### config.mk
export PLATFORM = sky130hd
export DESIGN_NAME = mem_arbiter_flat
export DESIGN_NICKNAME = d
export VERILOG_FILES = /design/src/rtl/mem_arb_pkg.sv /design/src/rtl/mem_arbiter_if.sv /design/src/rtl/mem_arb_watchdog.sv /design/src/rtl/mem_arbiter.sv /design/src/flat_wrapper.sv
export SDC_FILE = /design/constraint.sdc
export NUM_CORES = 1
export LEC_CHECK = 0
export ABC_AREA = 1
export BUFFER_PORTS_ARGS = -buffer_cell sky130_fd_sc_hd__buf_2
export CAP_MARGIN = 5
export CORE_AREA = 2 2 109 111
export DETAILED_ROUTE_END_ITERATION = 7
export DIE_AREA = 0 0 111 113
export PLACE_DENSITY = 0.51
export RECOVER_POWER = 25
export SLEW_MARGIN = 40
export SYNTH_ARGS = -nofsm -noshare
export SYNTH_HDL_FRONTEND = slang
export SYNTH_HIERARCHICAL = 1
export SYNTH_SLANG_ARGS = --single-unit
### constraint.sdc
create_clock -name clk_i -period 1.9 [get_ports clk_i]
set_input_delay 0.095 -clock clk_i [delete_from_list [all_inputs] [get_ports clk_i]]
set_output_delay 0.095 -clock clk_i [all_outputs]
set_load 0.02 [all_outputs]
### src/rtl/mem_arb_pkg.sv
// mem_arb_pkg: shared types and constants for the unified-memory arbiter.
//   state_t     : arbiter FSM states (IDLE, WAIT_I, WAIT_D)
//   owner_t     : which port issued the outstanding / most recent transaction
//   BE_ALL_ONES : all-ones byte-enable source, sliced to the bus BE width
package mem_arb_pkg;

   typedef enum logic [1:0] {
      IDLE   = 2'd0,
      WAIT_I = 2'd1,
      WAIT_D = 2'd2
   } state_t;

   typedef enum logic {
      OWN_I = 1'b0,
      OWN_D = 1'b1
   } owner_t;

   // Wide enough for any supported DATA_W (up to 1024 bits of data).
   localparam int unsigned MAX_BE_W = 128;
   localparam logic [MAX_BE_W-1:0] BE_ALL_ONES = '1;

endpackage

### src/rtl/mem_arbiter_if.sv
// mem_arbiter_if: bundle of the fetch port (i_*), load/store port (d_*) and
// memory port (m_*) of the arbiter.
//   modport slave  : the arbiter's view (takes core requests, drives memory)
//   modport master : the environment's view (core ports + memory model)
// Handshake: a requester raises *_req_i with a stable payload and holds both
// until *_gnt_o; gnt is only ever given while req is high. Responses arrive as
// a single-cycle *_rvalid_o with *_rdata_o valid in that same cycle.
interface mem_arbiter_if #(
   parameter int ADDR_W = 32,
   parameter int DATA_W = 32
);
   localparam int BE_W = DATA_W / 8;

   // fetch port
   logic              i_req_i;
   logic [ADDR_W-1:0] i_addr_i;
   logic              i_gnt_o;
   logic              i_rvalid_o;
   logic [DATA_W-1:0] i_rdata_o;
   // load/store port
   logic              d_req_i;
   logic              d_we_i;
   logic [BE_W-1:0]   d_be_i;
   logic [ADDR_W-1:0] d_addr_i;
   logic [DATA_W-1:0] d_wdata_i;
   logic              d_gnt_o;
   logic              d_rvalid_o;
   logic [DATA_W-1:0] d_rdata_o;
   // memory port
   logic              m_req_o;
   logic              m_we_o;
   logic [BE_W-1:0]   m_be_o;
   logic [ADDR_W-1:0] m_addr_o;
   logic [DATA_W-1:0] m_wdata_o;
   logic              m_gnt_i;
   logic              m_rvalid_i;
   logic [DATA_W-1:0] m_rdata_i;

   modport slave (
      input  i_req_i, i_addr_i,
      output i_gnt_o, i_rvalid_o, i_rdata_o,
      input  d_req_i, d_we_i, d_be_i, d_addr_i, d_wdata_i,
      output d_gnt_o, d_rvalid_o, d_rdata_o,
      output m_req_o, m_we_o, m_be_o, m_addr_o, m_wdata_o,
      input  m_gnt_i, m_rvalid_i, m_rdata_i
   );

   modport master (
      output i_req_i, i_addr_i,
      input  i_gnt_o, i_rvalid_o, i_rdata_o,
      output d_req_i, d_we_i, d_be_i, d_addr_i, d_wdata_i,
      input  d_gnt_o, d_rvalid_o, d_rdata_o,
      input  m_req_o, m_we_o, m_be_o, m_addr_o, m_wdata_o,
      output m_gnt_i, m_rvalid_i, m_rdata_i
   );

endinterface

### src/rtl/mem_arb_watchdog.sv
// mem_arb_watchdog: counts cycles spent waiting for a memory response.
//   clk_i, rst_i : clock, asynchronous active-low reset
//   clear        : restart the count (asserted on the grant cycle)
//   run          : a waiting cycle with no response
//   hit_o        : abort pulse; high in the TIMEOUT-th waiting cycle
module mem_arb_watchdog #(
   parameter int unsigned TIMEOUT = 255
) (
   input  logic clk_i,
   input  logic rst_i,
   input  logic clear,
   input  logic run,
   output logic hit_o
);
   localparam int CNT_W = $clog2(TIMEOUT + 1);
   // The count holds the number of waiting cycles already elapsed, so the
   // cycle whose increment would reach TIMEOUT is the abort cycle.
   localparam logic [CNT_W-1:0] LAST = CNT_W'(TIMEOUT - 1);

   logic [CNT_W-1:0] cnt;

   assign hit_o = run && (cnt == LAST);

   always_ff @(posedge clk_i or negedge rst_i) begin
      if (!rst_i) begin
         cnt <= '0;
      end else if (clear) begin
         cnt <= '0;
      end else if (run && !hit_o) begin
         cnt <= cnt + CNT_W'(1);
      end
   end

endmodule

### src/rtl/mem_arbiter.sv
// mem_arbiter: shares one single-port memory between the fetch port (I,
// read-only) and the load/store port (D). One transaction outstanding at a
// time; the response is routed back to the issuing port with zero latency.
//   clk_i, rst_i : clock, asynchronous active-low reset
//   bus          : mem_arbiter_if.slave (fetch, load/store and memory ports)
//   stall_o      : stall toward the decoder while a data access is unresolved
//   err_o        : one-cycle pulse when the watchdog aborts a transaction
//   dbg_state    : current FSM state
// Build option: define MEM_ARB_ROUND_ROBIN_EN to let the port that was not
// last granted win when both request; otherwise D always beats I.
module mem_arbiter
   import mem_arb_pkg::*;
#(
   parameter int          ADDR_W  = 32,
   parameter int          DATA_W  = 32,
   parameter int unsigned TIMEOUT = 255
) (
   input  logic            clk_i,
   input  logic            rst_i,
   mem_arbiter_if.slave    bus,
   output logic            stall_o,
   output logic            err_o,
   output state_t          dbg_state
);
   localparam int BE_W = DATA_W / 8;

   state_t state, state_nxt;
   owner_t last_owner, last_owner_nxt;

   logic d_wins, i_wins;
   logic wd_clear, wd_run, abort;

   logic              i_gnt, i_rvalid, d_gnt, d_rvalid;
   logic [DATA_W-1:0] i_rdata, d_rdata;
   logic              m_req, m_we;
   logic [BE_W-1:0]   m_be;
   logic [ADDR_W-1:0] m_addr;
   logic [DATA_W-1:0] m_wdata;
   logic              stall, err;

   // Arbitration among the current requesters (only used in IDLE).
   always_comb begin
`ifdef MEM_ARB_ROUND_ROBIN_EN
      d_wins = bus.d_req_i && (!bus.i_req_i || (last_owner == OWN_I));
      i_wins = bus.i_req_i && (!bus.d_req_i || (last_owner == OWN_D));
`else
      d_wins = bus.d_req_i;
      i_wins = bus.i_req_i && !bus.d_req_i;
`endif
   end

   // A response arriving in the timeout cycle wins, so run excludes it.
   assign wd_run = (state != IDLE) && !bus.m_rvalid_i;

   mem_arb_watchdog #(.TIMEOUT(TIMEOUT)) u_watchdog (
      .clk_i (clk_i),
      .rst_i (rst_i),
      .clear (wd_clear),
      .run   (wd_run),
      .hit_o (abort)
   );

   always_ff @(posedge clk_i or negedge rst_i) begin
      if (!rst_i) begin
         state      <= IDLE;
         last_owner <= OWN_I;
      end else begin
         state      <= state_nxt;
         last_owner <= last_owner_nxt;
      end
   end

   // Outputs are forced to zero while reset is held so a reset in the middle
   // of a transaction silences every port immediately.
   always_comb begin
      state_nxt      = state;
      last_owner_nxt = last_owner;
      wd_clear       = 1'b0;
      i_gnt          = 1'b0;
      i_rvalid       = 1'b0;
      i_rdata        = '0;
      d_gnt          = 1'b0;
      d_rvalid       = 1'b0;
      d_rdata        = '0;
      m_req          = 1'b0;
      m_we           = 1'b0;
      m_be           = '0;
      m_addr         = '0;
      m_wdata        = '0;
      stall          = 1'b0;
      err            = 1'b0;
      if (rst_i) begin
         unique case (state)
            IDLE: begin
               if (d_wins) begin
                  m_req   = 1'b1;
                  m_we    = bus.d_we_i;
                  m_be    = bus.d_be_i;
                  m_addr  = bus.d_addr_i;
                  m_wdata = bus.d_wdata_i;
                  d_gnt   = bus.m_gnt_i;
                  if (bus.m_gnt_i) begin
                     state_nxt      = WAIT_D;
                     last_owner_nxt = OWN_D;
                     wd_clear       = 1'b1;
                  end
               end else if (i_wins) begin
                  m_req  = 1'b1;
                  m_be   = BE_ALL_ONES[BE_W-1:0];
                  m_addr = bus.i_addr_i;
                  i_gnt  = bus.m_gnt_i;
                  if (bus.m_gnt_i) begin
                     state_nxt      = WAIT_I;
                     last_owner_nxt = OWN_I;
                     wd_clear       = 1'b1;
                  end
               end
               stall = bus.d_req_i && !d_gnt;
            end
            WAIT_I: begin
               if (bus.m_rvalid_i) begin
                  i_rvalid  = 1'b1;
                  i_rdata   = bus.m_rdata_i;
                  state_nxt = IDLE;
               end else if (abort) begin
                  i_rvalid  = 1'b1;
                  err       = 1'b1;
                  state_nxt = IDLE;
               end
               // A fetch wait only stalls when a data access is queued behind it.
               stall = bus.d_req_i;
            end
            WAIT_D: begin
               if (bus.m_rvalid_i) begin
                  d_rvalid  = 1'b1;
                  d_rdata   = bus.m_rdata_i;
                  state_nxt = IDLE;
               end else if (abort) begin
                  d_rvalid  = 1'b1;
                  err       = 1'b1;
                  state_nxt = IDLE;
               end
               stall = !bus.m_rvalid_i && !abort;
            end
            default: state_nxt = IDLE;
         endcase
      end
   end

   assign bus.i_gnt_o    = i_gnt;
   assign bus.i_rvalid_o = i_rvalid;
   assign bus.i_rdata_o  = i_rdata;
   assign bus.d_gnt_o    = d_gnt;
   assign bus.d_rvalid_o = d_rvalid;
   assign bus.d_rdata_o  = d_rdata;
   assign bus.m_req_o    = m_req;
   assign bus.m_we_o     = m_we;
   assign bus.m_be_o     = m_be;
   assign bus.m_addr_o   = m_addr;
   assign bus.m_wdata_o  = m_wdata;
   assign stall_o        = stall;
   assign err_o          = err;
   assign dbg_state      = state;

endmodule

### src/flat_wrapper.sv
// flat-port wrapper written by rule: the top's interface ports become plain ports
module mem_arbiter_flat import mem_arb_pkg::*;
#(
   parameter int          ADDR_W  = 32,
   parameter int          DATA_W  = 32,
   parameter int unsigned TIMEOUT = 255
)
  (clk_i, rst_i, stall_o, err_o, dbg_state, bus_i_req_i, bus_i_addr_i, bus_i_gnt_o, bus_i_rvalid_o, bus_i_rdata_o, bus_d_req_i, bus_d_we_i, bus_d_be_i, bus_d_addr_i, bus_d_wdata_i, bus_d_gnt_o, bus_d_rvalid_o, bus_d_rdata_o, bus_m_req_o, bus_m_we_o, bus_m_be_o, bus_m_addr_o, bus_m_wdata_o, bus_m_gnt_i, bus_m_rvalid_i, bus_m_rdata_i);
  mem_arbiter_if #(.ADDR_W(ADDR_W), .DATA_W(DATA_W)) bus_i ();
  input  logic clk_i;
  input  logic rst_i;
  output logic stall_o;
  output logic err_o;
  output state_t dbg_state;
  input wire logic [$bits(bus_i.i_req_i)-1:0] bus_i_req_i;
  input wire logic [$bits(bus_i.i_addr_i)-1:0] bus_i_addr_i;
  output wire logic [$bits(bus_i.i_gnt_o)-1:0] bus_i_gnt_o;
  output wire logic [$bits(bus_i.i_rvalid_o)-1:0] bus_i_rvalid_o;
  output wire logic [$bits(bus_i.i_rdata_o)-1:0] bus_i_rdata_o;
  input wire logic [$bits(bus_i.d_req_i)-1:0] bus_d_req_i;
  input wire logic [$bits(bus_i.d_we_i)-1:0] bus_d_we_i;
  input wire logic [$bits(bus_i.d_be_i)-1:0] bus_d_be_i;
  input wire logic [$bits(bus_i.d_addr_i)-1:0] bus_d_addr_i;
  input wire logic [$bits(bus_i.d_wdata_i)-1:0] bus_d_wdata_i;
  output wire logic [$bits(bus_i.d_gnt_o)-1:0] bus_d_gnt_o;
  output wire logic [$bits(bus_i.d_rvalid_o)-1:0] bus_d_rvalid_o;
  output wire logic [$bits(bus_i.d_rdata_o)-1:0] bus_d_rdata_o;
  output wire logic [$bits(bus_i.m_req_o)-1:0] bus_m_req_o;
  output wire logic [$bits(bus_i.m_we_o)-1:0] bus_m_we_o;
  output wire logic [$bits(bus_i.m_be_o)-1:0] bus_m_be_o;
  output wire logic [$bits(bus_i.m_addr_o)-1:0] bus_m_addr_o;
  output wire logic [$bits(bus_i.m_wdata_o)-1:0] bus_m_wdata_o;
  input wire logic [$bits(bus_i.m_gnt_i)-1:0] bus_m_gnt_i;
  input wire logic [$bits(bus_i.m_rvalid_i)-1:0] bus_m_rvalid_i;
  input wire logic [$bits(bus_i.m_rdata_i)-1:0] bus_m_rdata_i;
  assign bus_i.i_req_i = bus_i_req_i;
  assign bus_i.i_addr_i = bus_i_addr_i;
  assign bus_i_gnt_o = bus_i.i_gnt_o;
  assign bus_i_rvalid_o = bus_i.i_rvalid_o;
  assign bus_i_rdata_o = bus_i.i_rdata_o;
  assign bus_i.d_req_i = bus_d_req_i;
  assign bus_i.d_we_i = bus_d_we_i;
  assign bus_i.d_be_i = bus_d_be_i;
  assign bus_i.d_addr_i = bus_d_addr_i;
  assign bus_i.d_wdata_i = bus_d_wdata_i;
  assign bus_d_gnt_o = bus_i.d_gnt_o;
  assign bus_d_rvalid_o = bus_i.d_rvalid_o;
  assign bus_d_rdata_o = bus_i.d_rdata_o;
  assign bus_m_req_o = bus_i.m_req_o;
  assign bus_m_we_o = bus_i.m_we_o;
  assign bus_m_be_o = bus_i.m_be_o;
  assign bus_m_addr_o = bus_i.m_addr_o;
  assign bus_m_wdata_o = bus_i.m_wdata_o;
  assign bus_i.m_gnt_i = bus_m_gnt_i;
  assign bus_i.m_rvalid_i = bus_m_rvalid_i;
  assign bus_i.m_rdata_i = bus_m_rdata_i;
  mem_arbiter #(.ADDR_W(ADDR_W), .DATA_W(DATA_W), .TIMEOUT(TIMEOUT)) u_core (.clk_i(clk_i), .rst_i(rst_i), .bus(bus_i), .stall_o(stall_o), .err_o(err_o), .dbg_state(dbg_state));
endmodule
==> results_dict.tcl, run 1 <==
set metrics [dict create \
    setup.reg_to_reg.worst_slack_ns 0.25 \
    placed_standard_cell_area_um2 3570 \
    mappedNetlistNets 567 \
    finClkSkew_ns 0.00152 \
    synth-seq-cells 10 \
    tritoncts_num_sinks 10 \
    clockBufferDepth 2 \
    hpwl_um 8070 \
    final_layout_size_suffix_gt1_share_pct 44.5 \
    grt_antenna_before_repair 0 \
    synthesis.area_per_instance_um2 4.95 \
    area.growth.synth_to_final_pct 79.4 \
    cts.clk_slew.worst_paths_ns 0.04 \
    route.vias.total 3593 \
    route.detailed.wl_per_inst_um 12.5 \
    initial_drc_count 248 \
    post-route-cell-area_um2 3750 \
    worstSetupStartpointType "flop" \
    synth_sequential_area_ratio_pct 12.0 \
    dieArea_um2 12500 \
    initial_core_util_pct 18.5 \
    detail_route.drc_violations 0 \
    timing.final.crit_share_pct 95.6 \
    tritoncts "done" \
    postSynthCellCount 422 \
    place.gp.congestion 0.924 \
    synth_flop_type "dfrtp_1" \
    depth_of_the_worst_register_to_register_path 9 \
    vdd_ir_max_uv 352 \
    critPathSlowestCell "dfrtp_1" \
    timing.slew.headroom_pct 76.2 \
    die_height_um 113 \
    cts.htree.levels 1 \
    library_cell_appearing_most_often_on_the_critical_path "inv_1" \
    crit_path_max_fanout 68 \
    power_switching_mw 1.57 \
    grt_first_pass_wirelength_um 15900 \
    synth_top_area_share_pct 24.6 \
    finalSetupViolations 0 \
    timing.critical_path.slowest_cell_delay_ns 0.37 \
    clk_latency_ns 0.24 \
    grt_pass1_vias 3167 \
    finalCoreUtilization_pct 33.3 \
    numCtsBuffers 3 \
    setup.worst_path.start "u_core/dbg_state[0]" \
    port-buffer-count 280 \
    critical_path.reg2reg.startpoint "u_core/dbg_state[0]" \
    switching_share_pct 54.4 \
    grt.overflow.total 0 \
    required_ns 1.80 \
    finalHoldViolCount 0 \
    worst_ep_arrival_time_ns 1.72 \
    drtPass1Iterations 4 \
    ys_types 22 \
    power.density_cell_area_nw_per_um2 771 \
    internal_power_mw 1.32 \
    route.detailed.vias_per_inst 4.33 \
    rsz0062_at_grt "yes" \
    combPwrFrac_pct 73.2 \
    worstSetupEndpoint "bus_m_be_o[0]" \
    timing.critical_path.cells "inv_1 -> ha_4 -> nand2_2 -> buf_12 -> inv_1 -> nand2_1 -> nor2_2 -> buf_4" \
    max_freq_mhz 550 \
    hold-worst-slack_ns 0.227 \
    tightestPinTransition_ns 0.358 \
    tns_ns 0 \
    route.final.wire_length_um 10400 \
    finish.net_count 833 \
    tightest_hold_check_type "in -> async" \
    groute.usage.overall_pct 15.1 \
    power_leakage_nw 2.30 \
    synth_top_area_cell "nand2_1" \
    fp.dieW_um 111 \
    number_of_top_level_pins 281 \
    period_minus_slack_ns 1.82 \
    crit_path_end_kind "output pin" \
    power.share.clock_pct 14.8 \
    drtAntennaViolNets 0 \
    synth.cells.most_frequent "137 x nand2_1, 122 x nor2_1, 44 x nand3_1" \
    synth.most_common_cell "nand2_1" \
    synth_enable_flop_cells 0 \
    cts-root-buf "clkbuf_16" \
    final_max_slew_viol_count 0 \
    run_status "finished, final reports clean" \
    antenna_diodes 0 \
    netlist_top_cells_area "nand2_1 25%, nor2_1 22%, dfrtp_1 12%" \
    syn_area_um2 2090 \
    async_flop_share_pct 100 \
    core_area_um2 11300 \
    largest_net_degree_at_the_start_of_global_routing 71 \
    critical_path.reg2reg.endpoint "u_core/u_watchdog/cnt[2]" \
    standard_cell_row_count 39 \
    timing.max_cap.violations 0 \
    criticalPathCategory "reg -> out" \
    report.power.total_mw 2.89 \
    power_frac_seq_pct 12.0 \
    synth_warnings 6 \
]
==> power by group through the flow <==
| stage | Combinational (mW) | Clock, mW | Sequential [mW] |
|---|---|---|---|
| floorplan | 1.31 | 0 | 0.368 |
| global placement | 2.01 | 0 | 0.349 |
| detailed placement | 2.02 | 0 | 0.351 |
| CTS | 2.07 | 0.439 | 0.350 |
| global route | 2.35 | 0.449 | 0.358 |
| finish | 2.12 | 0.427 | 0.348 |
==> cell type report <==
class | count | area [um2]
clock buffers | 4 | 88.8
fillers | 1297 | 7520
inverters | 20 | 80.1
multi-input cells | 359 | 1620
flip-flops and latches | 10 | 250
well taps | 143 | 179
repair buffers | 294 | 1530
==> what timing repair did <==
item / 4_1_cts / 5_1_grt
hold buffers: 1 / 0
gates resized for setup: 5 / 14
endpoints found under the hold margin: 10 / 0
setup endpoints to repair: 6 / 19
buffers inserted: 0 / 3
cloned: 0 / 0
pin swaps: 1 / 4
==> sequential cells by signal, summed over array words and instances (netlist names) <==
name	cells
u_core/dbg_state	2
u_core/u_watchdog/cnt	8
==> layer usage <==
| layer | vias to the layer above | track usage [%] | part of all wire, % |
|---|---|---|---|
| li1 | 1839 | - | - |
| met5 | - | 0 | 0 |
| met3 | 9 | 2.46 | 6.7 |
| met2 | 137 | 28.7 | 53 |
| met4 | 0 | 2.50 | 0.91 |
| met1 | 1608 | 18.0 | 39 |
==> placed cells by master, fill, tap and decap left out, types with 4 or more instances in the layout <==
cell | synthesis | layout
buf_2 | 19 | 267
nand2_1 | 137 | 136
nor2_1 | 122 | 119
nand3_1 | 44 | 42
a21oi_1 | 33 | 33
inv_1 | 18 | 16
clkbuf_1 | 7 | 11
buf_4 | 1 | 11
dfrtp_1 | 10 | 10
nand2_2 | 3 | 4
ha_1 | 6 | 4
==> kinds of logic after synthesis <==
family                   synth area share, %
AND/OR/NAND/NOR                         61.8
buffers and inverters                   13.2
AO/OA/AOI/OAI                           8.14
flip-flops                              12.0
adder cells (fa/ha/maj)                 3.59
XOR/XNOR                                1.26
==> critical path: cells and delay by family (launching register included) <==
kind | cells | cell delay (ns)
fa+ha+maj | 1 | 0.18
buf+inv | 4 | 0.55
flops | 1 | 0.37
simple gates | 3 | 0.32
==> how the worst min path moves through the flow <==
| stage | from | endpoint | cells past startpoint |
|---|---|---|---|
| finish | rst_i | u_core/u_watchdog/cnt[2] | 2 |
| global route | rst_i | u_core/u_watchdog/cnt[2] | 2 |
| detailed placement | rst_i | u_core/u_watchdog/cnt[2] | 1 |
| global placement | rst_i | u_core/u_watchdog/cnt[2] | 1 |
| floorplan | rst_i | u_core/dbg_state[0] | 0 |
| CTS | rst_i | u_core/u_watchdog/cnt[2] | 2 |
==> per-stage QoR <==
| stage | std cells | setup WS (ns) |
|---|---|---|
| 2_1_floorplan | 422 | 0.0425 |
| 4_1_cts | 827 | 0.00741 |
| 3_5_place_dp | 822 | 0.0882 |
| 3_3_place_gp | 822 | 0.193 |
| 5_1_grt | 830 | -0.0384 |
| 6_report | 830 | 0.0832 |
(Power assumes the default switching activity.)
==> run 2: changes to the inputs <==
--- a/config.mk
+++ b/config.mk
@@ -15,2 +15,3 @@
 export RECOVER_POWER = 25
+export REMOVE_ABC_BUFFERS = 1
 export SLEW_MARGIN = 40
==> constraint.sdc (replaced) <==
create_clock -name clk_i -period 1.9 [get_ports clk_i]
set_input_delay 0.38 -clock clk_i [delete_from_list [all_inputs] [get_ports clk_i]]
set_output_delay 0.38 -clock clk_i [all_outputs]
set_load 0.02 [all_outputs]
==> results_dict.tcl, run 2 (synthesis gave the netlist of run 1 again) <==
set metrics [dict create \
    detail_route.drc_violations 0 \
    worstSetupStartpointType "flop" \
    place.gp.congestion 0.899 \
    finalHoldViolCount 0 \
    period_minus_slack_ns 1.97 \
    run_status "finished, violations left" \
    fp.dieW_um 111 \
    drtPass1Iterations 4 \
    setup.reg_to_reg.worst_slack_ns 0.24 \
    grt_antenna_before_repair 1 \
    tritoncts_num_sinks 10 \
    critical_path.reg2reg.endpoint "u_core/u_watchdog/cnt[7]" \
    worstSetupEndpoint "stall_o" \
    cts.clk_slew.worst_paths_ns 0.04 \
    route.final.wire_length_um 11500 \
    tightest_hold_check_type "in -> async" \
    grt_first_pass_wirelength_um 16600 \
    hpwl_um 8860 \
    worst_slack_ns -0.0726 \
    antenna_diodes 0 \
    placed_standard_cell_area_um2 3740 \
    clockBufferDepth 2 \
    hold-worst-slack_ns 0.292 \
    numCtsBuffers 3 \
    post-route-cell-area_um2 4300 \
    core_area_um2 11300 \
    standard_cell_row_count 39 \
    dieArea_um2 12500 \
    rsz0062_at_grt "yes" \
    instances_no_fill 851 \
    number_of_top_level_pins 281 \
    route.vias.total 3734 \
    initial_core_util_pct 18.5 \
    most_used_cells_in_the_layout_excluding_fill_and_tap_cells "234 x buf_2, 133 x nand2_1, 114 x nor2_1, 64 x buf_4, 44 x nand3_1" \
    grt_pass1_vias 3423 \
    power.density_cell_area_nw_per_um2 809 \
    max_freq_mhz 507 \
    registers.top_by_ff_count "u_core/u_watchdog/cnt" \
    timing.slew.headroom_pct 82.7 \
    clk_latency_ns 0.23 \
    finalSetupViolations 24 \
    route.detailed.vias_per_inst 4.39 \
    nFillCells 1240 \
    numPlacedInstances 837 \
    required_ns 1.52 \
    die_height_um 113 \
    critical_path.reg2reg.startpoint "u_core/dbg_state[0]" \
    crit_path_max_fanout 3 \
    grt.overflow.total 0 \
    finish.net_count 855 \
    setup.worst_path.start "u_core/u_watchdog/cnt[0]" \
    largest_reg_flops 8 \
    worst_ep_arrival_time_ns 1.59 \
    port-buffer-count 280 \
    drtAntennaViolNets 0 \
    tritoncts "done" \
    power_leakage_nw 2.55 \
    vdd_ir_max_uv 859 \
    criticalPathCategory "reg -> out" \
    area.growth.synth_to_final_pct 106 \
    cts.htree.levels 1 \
    route.detailed.wl_per_inst_um 13.5 \
    tightestPinTransition_ns 0.260 \
    failed_checks "setup timing" \
    depth_of_the_worst_register_to_register_path 9 \
    initial_drc_count 236 \
    timing.final.crit_share_pct 104 \
    timing.max_cap.violations 0 \
    groute.usage.overall_pct 15.6 \
    final_layout_size_suffix_gt1_share_pct 50.0 \
    layout_commonest_cell "buf_2" \
    largest_net_degree_at_the_start_of_global_routing 44 \
    finClkSkew_ns 0.00240 \
    cts-root-buf "clkbuf_16" \
    final_max_slew_viol_count 0 \
    crit_path_end_kind "output pin" \
]
-- run 2: routing by layer --
| metal | track usage [%] | share of wire (%) | routed length [um] | vias to the layer above |
|---|---|---|---|---|
| met5 | 0 | 0.096 | 11 | - |
| met2 | 29.7 | 53 | 6070 | 116 |
| met4 | 2.08 | 0.57 | 65 | 2 |
| li1 | - | - | - | 1893 |
| met1 | 19.2 | 41 | 4740 | 1713 |
| met3 | 2.30 | 5.3 | 610 | 10 |
-- run 2: worst min path at each step --
stage | start | endpoint | slack (ns) | cells after the start
floorplan | rst_i | u_core/dbg_state[0] | 0.08 | 0
global placement | rst_i | u_core/dbg_state[0] | 0.21 | 1
detailed placement | rst_i | u_core/dbg_state[1] | 0.21 | 1
CTS | rst_i | u_core/u_watchdog/cnt[4] | 0.19 | 2
global route | rst_i | u_core/u_watchdog/cnt[4] | 0.31 | 2
finish | rst_i | u_core/u_watchdog/cnt[4] | 0.29 | 2
-- run 2: report_power, final --
group / internal, mW / leakage [nW] / switching (mW)
Sequential: 0.276 / 0.134 / 0.0669
Clock: 0.272 / 0.0370 / 0.0856
Combinational: 1.17 / 2.38 / 1.61
-- run 2: cell type report --
class / instances / area, um2 / share of cell area [%]
timing repair buffer: 316 / 1990 / 46.3
multi-input combinational: 359 / 1730 / 40.1
sequential: 10 / 250 / 5.82
tap: 143 / 179 / 4.16
inverter: 20 / 80.1 / 1.86
clock buffer: 3 / 75.1 / 1.74
-- run 2: worst max-delay path, cell delays in order (launching register included) --
cell and delay (ns):
dfrtp_1 0.37, inv_2 0.08, ha_4 0.14, nand2_4 0.05, nor2_4 0.11, nand2_4 0.06, nor2_4 0.11, nor2_4 0.05
nand2_1 0.06, nand3_1 0.07, nand3_1 0.08, inv_1 0.05, buf_6 0.12
-- run 2: repair_timing --
item	CTS	global route
hold buffers	1	0
gates cloned	0	6
pin swaps	6	5
buffers inserted	2	3
hold endpoints to repair	2	0
endpoints found under the setup margin	75	138
gates resized for setup	34	60
-- run 2: metrics by stage --
| step | utilization (%) | setup TNS [ns] | setup WS [ns] | power, mW |
|---|---|---|---|---|
| CTS | 35.0 | -0.234 | -0.164 | 3.07 |
| global placement | 33.2 | 0 | 0.0556 | 2.55 |
| global route | 38.2 | -7.03 | -0.180 | 3.74 |
| finish | 38.2 | -0.463 | -0.0726 | 3.48 |
| floorplan | - | -33.18 | -0.614 | 1.54 |
| detailed placement | 33.2 | 0 | 0.0175 | 2.56 |
==> run 3: changes to the inputs <==
- CELL_PAD_IN_SITES_DETAIL_PLACEMENT: not set -> 0
- CELL_PAD_IN_SITES_GLOBAL_PLACEMENT: not set -> 1
- CORE_AREA: 2 2 109 111 -> not set
- CORE_UTILIZATION: not set -> 17
- DIE_AREA: 0 0 111 113 -> not set
- PLACE_DENSITY: 0.51 -> 0.8
- TNS_END_PERCENT: not set -> 50
==> results_dict.tcl, run 3 (synthesis gave the netlist of run 1 again) <==
set metrics [dict create \
    largest_net_degree_at_the_start_of_global_routing 40 \
    largest_reg_flops 8 \
    route.vias.total 3600 \
    clk_latency_ns 0.24 \
    failed_checks "setup timing" \
    worst_slack_ns -0.0744 \
    criticalPathCategory "reg -> out" \
    drtAntennaViolNets 0 \
    tns_ns -0.173 \
    fp.dieW_um 113 \
    cts.htree.levels 1 \
    vdd_ir_max_uv 629 \
    report.power.total_mw 3.29 \
    grt_first_pass_wirelength_um 15400 \
    most_used_cells_in_the_layout_excluding_fill_and_tap_cells "211 x buf_2, 133 x nand2_1, 113 x nor2_1, 86 x buf_4, 44 x nand3_1" \
    die_height_um 113 \
    cts.clk_slew.worst_paths_ns 0.04 \
    dieArea_um2 12700 \
    rsz0062_at_grt "yes" \
    drtPass1Iterations 4 \
    grt.overflow.total 0 \
    grt_pass1_vias 2948 \
    numCtsBuffers 3 \
    period_minus_slack_ns 1.97 \
    required_ns 1.52 \
    multiInputGateArea_um2 1700 \
    nFillCells 1365 \
    layout_commonest_cell "buf_2" \
    cts-root-buf "clkbuf_16" \
    tritoncts "done" \
    tightestPinTransition_ns 0.322 \
    number_of_top_level_pins 281 \
    power.density_cell_area_nw_per_um2 788 \
    worstSetupStartpointType "flop" \
    hpwl_um 8200 \
    crit_path_max_fanout 2 \
    finalCoreUtilization_pct 34.7 \
    route.detailed.vias_per_inst 4.24 \
    groute.usage.overall_pct 14.7 \
    tritoncts_num_sinks 10 \
    tightest_hold_check_type "in -> async" \
    hold-worst-slack_ns 0.230 \
    initial_drc_count 226 \
    route.final.wire_length_um 10600 \
    finClkSkew_ns 0.00132 \
    place.gp.congestion 0.786 \
    finish.net_count 849 \
    grt_antenna_before_repair 0 \
    registers.top_by_ff_count "u_core/u_watchdog/cnt" \
    regArea_um2 250 \
    power_leakage_nw 2.45 \
    finalSetupViolations 3 \
    timing.max_cap.violations 0 \
    antenna_diodes 0 \
    final_layout_size_suffix_gt1_share_pct 49.4 \
    final_max_slew_viol_count 0 \
    max_freq_mhz 506 \
    timing.final.crit_share_pct 104 \
    standard_cell_row_count 40 \
    detail_route.drc_violations 0 \
    worst_ep_arrival_time_ns 1.59 \
    area.growth.synth_to_final_pct 99.5 \
    timing.slew.headroom_pct 78.6 \
    clockBufferDepth 2 \
    crit_path_end_kind "output pin" \
    route.detailed.wl_per_inst_um 12.5 \
    core_area_um2 12000 \
    run_status "finished, violations left" \
    finalHoldViolCount 0 \
    post-place-ws_ns 0.0164 \
    initial_core_util_pct 17.4 \
    port-buffer-count 280 \
]
[run 3: area by class of cell]
cell class                 instances  share of cell area (%)
sequential                        10                    6.00
multi-input combinational        359                    40.7
tap                              147                    4.41
timing repair buffer             310                    45.1
clock buffer                       3                    1.80
inverter                          20                    1.92
[run 3: what timing repair did]
item,CTS,global route
cloned,1,0
endpoints found under the setup margin,91,136
gates resized for setup,32,83
buffers inserted,2,2
hold endpoints to repair,2,0
hold buffers,1,0
pin swaps,6,5
[run 3: path summary, 6_finish.rpt]
path / start / end / slack [ns] / depth (start not counted)
setup / recovery: u_core/u_watchdog/cnt[0] / stall_o / -0.07 / 12
max in group asynchronous: rst_i / u_core/dbg_state[1] / 1.12 / 2
setup reg to reg: u_core/dbg_state[0] / u_core/u_watchdog/cnt[3] / 0.18 / 10
hold reg to reg: u_core/u_watchdog/cnt[7] / u_core/u_watchdog/cnt[7] / 0.53 / 2
hold / removal: rst_i / u_core/u_watchdog/cnt[1] / 0.23 / 2
min in group clk_i: u_core/u_watchdog/cnt[7] / u_core/u_watchdog/cnt[7] / 0.53 / 2
[run 3: power breakdown]
group	total, mW	switching (mW)	internal [mW]
Combinational	2.59	1.55	1.04
Sequential	0.332	0.0556	0.277
Clock	0.365	0.0928	0.272
[run 3: worst max-delay path, cell delays in order, from the launching register on]
cell and delay (ns):
dfrtp_1 0.38, inv_2 0.08, ha_4 0.14, nand2_4 0.05
nor2_4 0.11, nand2_4 0.07, nor2_4 0.11, nor2_4 0.04
nand2_1 0.05, nand3_1 0.06, nand3_1 0.08, inv_1 0.05
buf_6 0.12
[run 3: per-stage QoR]
| step | instance area [um2] | cells |
|---|---|---|
| global route | 4170 | 849 |
| CTS | 3940 | 847 |
| detailed placement | 3700 | 840 |
| floorplan | 1890 | 389 |
| global placement | 3700 | 840 |
| finish | 4170 | 849 |
[run 3: routing by layer]
| metal | part of all wire (%) | GRT usage [%] | up-vias | wire (um) |
|---|---|---|---|---|
| li1 | - | - | 1871 | - |
| met1 | 43 | 19.0 | 1619 | 4550 |
| met2 | 52 | 27.1 | 104 | 5580 |
| met3 | 4.2 | 1.39 | 6 | 449 |
| met4 | 0.51 | 1.93 | 0 | 54 |
| met5 | 0 | 0 | - | 0 |
